==> src/rtl/cdc_hs_src.sv <==
// Source side of a two-phase (toggle) request/acknowledge clock-domain crossing.
// Holds one word on data_hold, flips req_tgl, and waits for the synchronized ack toggle.
module cdc_hs_src #(
  parameter int DATA_WIDTH  = 32,
  parameter int SYNC_LEVELS = 2,
  parameter int CNT_WIDTH   = 16
) (
  input  logic                  clk_s,
  input  logic                  rstn_s,
  input  logic                  s_valid,
  input  logic [DATA_WIDTH-1:0] s_data,
  output logic                  s_ready,
  output logic                  req_tgl,
  output logic [DATA_WIDTH-1:0] data_hold,
  input  logic                  ack_tgl,
  output logic                  busy,
  output logic                  err_ack,
  output logic [CNT_WIDTH-1:0]  xfer_cnt
);

  typedef enum logic [1:0] {
    ST_RST  = 2'd0,
    ST_IDLE = 2'd1,
    ST_WAIT = 2'd2
  } state_t;

  state_t                  r_state;
  state_t                  w_state_nxt;
  logic [SYNC_LEVELS-1:0]  r_ack_sync;
  logic                    r_ack_q;
  logic                    w_ack_sync;
  logic                    w_ack_evt;
  logic                    w_accept;
  logic                    w_done;
  logic                    w_spurious;
  logic                    r_ready;
  logic                    r_busy;
  logic                    r_req;
  logic [DATA_WIDTH-1:0]   r_data;
  logic                    r_err;
  logic [CNT_WIDTH-1:0]    r_cnt;

  assign w_ack_sync = r_ack_sync[SYNC_LEVELS-1];
  assign w_ack_evt  = w_ack_sync ^ r_ack_q;

  // ack toggle synchronizer chain plus the edge-detect delay flop
  always_ff @(posedge clk_s) begin
    if (!rstn_s) begin
      r_ack_sync <= '0;
      r_ack_q    <= 1'b0;
    end else begin
      r_ack_sync <= {r_ack_sync[SYNC_LEVELS-2:0], ack_tgl};
      r_ack_q    <= w_ack_sync;
    end
  end

  // handshake state register; ready/busy are registered copies of the next state
  always_ff @(posedge clk_s) begin
    if (!rstn_s) begin
      r_state <= ST_RST;
      r_ready <= 1'b0;
      r_busy  <= 1'b0;
    end else begin
      r_state <= w_state_nxt;
      r_ready <= (w_state_nxt == ST_IDLE);
      r_busy  <= (w_state_nxt == ST_WAIT);
    end
  end

  // next-state and event decode
  always_comb begin
    w_state_nxt = r_state;
    w_accept    = 1'b0;
    w_done      = 1'b0;
    w_spurious  = 1'b0;
    case (r_state)
      ST_RST: begin
        w_state_nxt = ST_IDLE;
      end
      ST_IDLE: begin
        // an ack here has no matching request; flag it and keep serving
        if (w_ack_evt) begin
          w_spurious = 1'b1;
        end else begin
          w_spurious = 1'b0;
        end
        if (s_valid) begin
          w_accept    = 1'b1;
          w_state_nxt = ST_WAIT;
        end else begin
          w_state_nxt = ST_IDLE;
        end
      end
      ST_WAIT: begin
        if (w_ack_evt) begin
          w_done      = 1'b1;
          w_state_nxt = ST_IDLE;
        end else begin
          w_state_nxt = ST_WAIT;
        end
      end
      default: begin
        w_state_nxt = ST_RST;
      end
    endcase
  end

  // launch data/request, completion counter and sticky spurious-ack flag
  always_ff @(posedge clk_s) begin
    if (!rstn_s) begin
      r_req  <= 1'b0;
      r_data <= '0;
      r_err  <= 1'b0;
      r_cnt  <= '0;
    end else begin
      if (w_accept) begin
        r_req  <= ~r_req;
        r_data <= s_data;
      end
      if (w_done) begin
        r_cnt <= r_cnt + CNT_WIDTH'(1);
      end
      if (w_spurious) begin
        r_err <= 1'b1;
      end
    end
  end

  assign s_ready   = r_ready;
  assign busy      = r_busy;
  assign req_tgl   = r_req;
  assign data_hold = r_data;
  assign err_ack   = r_err;
  assign xfer_cnt  = r_cnt;

endmodule
==> config.mk <==
export PLATFORM = sky130hd
export DESIGN_NAME = cdc_hs_src
export DESIGN_NICKNAME = d
export VERILOG_FILES = /design/src/rtl/cdc_hs_src.sv
export SDC_FILE = /design/constraint.sdc
export NUM_CORES = 1
export LEC_CHECK = 0
export BUFFER_PORTS_ARGS = -buffer_cell sky130_fd_sc_hd__clkbuf_2
export CAP_MARGIN = 20
export CORE_MARGIN = 1
export CORE_UTILIZATION = 47
export DETAILED_ROUTE_END_ITERATION = 8
export GPL_TIMING_DRIVEN = 1
export PLACE_DENSITY = 0.84
export RECOVER_POWER = 100
export REMOVE_ABC_BUFFERS = 1
export SYNTH_ARGS = -nofsm -noshare
export SYNTH_HDL_FRONTEND = slang
export SYNTH_SLANG_ARGS = --single-unit
==> constraint.sdc <==
create_clock -name clk_s -period 2 [get_ports clk_s]
set_input_delay 0.4 -clock clk_s [delete_from_list [all_inputs] [get_ports clk_s]]
set_output_delay 0.4 -clock clk_s [all_outputs]
set_load 0.005 [all_outputs]
==> results.json <==
{
  "outcome": "completed",
  "avgSynthCellArea_um2": 8.30,
  "cts_tree": "yes",
  "dp_hpwl_um": 3370,
  "cts_buffer_depth": 2,
  "core-area_um2": 4140,
  "tightest_slew_ps": 522,
  "netlist_top_cells_count": "nand2_1, dfxtp_1, a21oi_1, clkbuf_1, nor2_1",
  "n_fill_cell": 390,
  "final.min_clock_period_ps": 1850,
  "grt_pass1_wl_um": 7100,
  "grt_usage": 0.211,
  "grt_pass1_vias": 1648,
  "maxCapViolations": 0,
  "clock.fmax_mhz": 540,
  "wl_per_cell_um": 12.6,
  "rsz0062_at_grt": "no",
  "rows": 23,
  "synth_area_leaders": "dfxtp_1, nand2_1, a21oi_1",
  "synth_cell_types": 28,
  "drive_gt1_frac": 0.201,
  "die_h_um": 68.7,
  "vdd_drop_max_uv": 628,
  "critPathLaunchType": "flip-flop",
  "ant_nets": 0,
  "synth_flop_cell": "dfxtp_1",
  "via_per_inst": 5.03,
  "p_total_w": 0.00241,
  "postCtsSetupRepairBufs": 0,
  "clk_latency_ps": 340,
  "synth_most_common_cell": "nand2_1",
  "die_w_um": 68.7,
  "netlist.area_leader.share": 0.546,
  "firstDrtPassIters": 4,
  "hp-class": "in -> reg",
  "timing.rr.end": "xfer_cnt[12]",
  "power_density_nw_per_um2": 887,
  "drc": 0,
  "rr_startpoint": "xfer_cnt[0]",
  "finalCritPeriodShare": 0.926,
  "clock_sinks": 57,
  "r2r_setup_slack_ps": 150,
  "async_reset_ff_frac": 0,
  "yosys_warnings": 0,
  "place_ws_ps": 86.7,
  "hold_violations": 0,
  "clock_skew_ps": 7.63,
  "worst_slack_ps": 148,
  "holdPathEnd": "r_ack_sync[0]",
  "die_area_um2": 4720,
  "synth-edff-count": 0,
  "num_antenna_cells": 0,
  "path_class": "reg -> reg",
  "path_clk_slew_ps": 60,
  "worstPathRequired_ps": 2270,
  "cts_made_buffers": 9,
  "reg2reg_depth": 5,
  "setup_viol": 0,
  "syn_area_um2": 2090,
  "multiInputGateArea_um2": 888,
  "slew_headroom": 0.649,
  "grt_overflow_total": 0,
  "crit_arrival_ps": 2120,
  "area_growth_syn_to_layout_pct": 29.9,
  "port_buffers": 87,
  "finalNetCount": 377,
  "synth-seq-area-share": 0.546,
  "pin_count": 88,
  "critPathMaxFanout": 8,
  "maxSlewViolCount": 0,
  "initial_core_util": 0.505,
  "syn_inst": 252,
  "placed_cells": 379,
  "p_leak_nw": 1.06,
  "layout.cells.non_filler": 394,
  "synth_area_leader_cell": "dfxtp_1",
  "drt_iter0_markers": 160,
  "h-tree-depth": 3,
  "gp_congestion": 0.723,
  "end_kind": "flip-flop",
  "grt_max_degree": 53,
  "post_cts_resized": 0,
  "ctsRootBufferMaster": "clkbuf_8",
  "ys_ff_latch": 57,
  "totalWireLength_um": 4960,
  "antenna_found_initial": 0,
  "hold_path_startpoint": "ack_tgl",
  "vias": 1983,
  "seq_area_um2": 1140,
  "whs_path_depth": 2,
  "hold_buffers": 0,
  "fin_setup_tns_ps": 0
}
[how the worst max path moves through the flow]
stage                startpoint  cells after the start           end  slack [ps]
detailed placement  xfer_cnt[0]                      5  xfer_cnt[12]          90
global placement    xfer_cnt[0]                      5  xfer_cnt[14]         170
finish              xfer_cnt[0]                      5  xfer_cnt[12]         150
CTS                 xfer_cnt[0]                      5  xfer_cnt[12]          70
floorplan           xfer_cnt[0]                      5  xfer_cnt[12]         180
global route        xfer_cnt[1]                      5  xfer_cnt[12]         0.5
[registers in the layout (all words and copies together) (netlist names)]
name,flops
req_tgl,1
r_state,2
r_ack_sync,2
r_ack_q,1
data_hold,32
s_ready,1
xfer_cnt,16
busy,1
err_ack,1
[where the power goes]
part	switching [W]	leakage [nW]	internal, W	total (W)
sequential	0.0000228	0.464	0.00118	0.00120
combinational	0.000106	0.503	0.0000825	0.000188
clock	0.000458	0.0909	0.000560	0.00102
[cells by family after synthesis]
group,after synthesis,synth area share
xor+xnor,9,0.0377
simple gates,112,0.242
flops,57,0.546
buf+inv,17,0.0311
fa+ha+maj,1,0.00598
compound gates,56,0.138
[metal layers]
metal	vias to the layer above	wire length [um]	GRT usage
met4	0	131	0.125
met1	883	2070	0.230
met2	69	2410	0.341
met5	-	0	0
met3	16	347	0.0872
li1	1015	-	-
[worst max-delay path, stage by stage, from the launching register on]
cell	delay, ps
dfxtp_1	380
ha_1	160
nand3b_1	150
or4b_4	600
or3_1	360
a21oi_1	150
[placed cells by master, fill, tap and decap left out, drive strengths merged, types with 6 or more instances in the layout]
cell,n
a21oi,44
clkbuf,96
dfxtp,57
nand2,69
nor2,13
o21ai,9
or3,8
xnor2,6
[stage by stage]
stage                     hold WS, ps  instance area [um^2]  utilization
final                             271                  2720        0.655
after global routing              263                  2720        0.655
after CTS                         261                  2760        0.666
after detailed placement          426                  2580        0.622
after global placement            416                  2580        0.622
after floorplan                   412                  2040            -
[area by class of cell]
cell class | count | area share
Multi-Input combinational cell | 178 | 0.327
Inverter | 3 | 0.00415
Clock inverter | 6 | 0.0221
Tap cell | 50 | 0.0230
Clock buffer | 9 | 0.0456
Timing Repair Buffer | 91 | 0.158
Sequential cell | 57 | 0.420
Note: power is estimated with default switching activity, not from simulation.
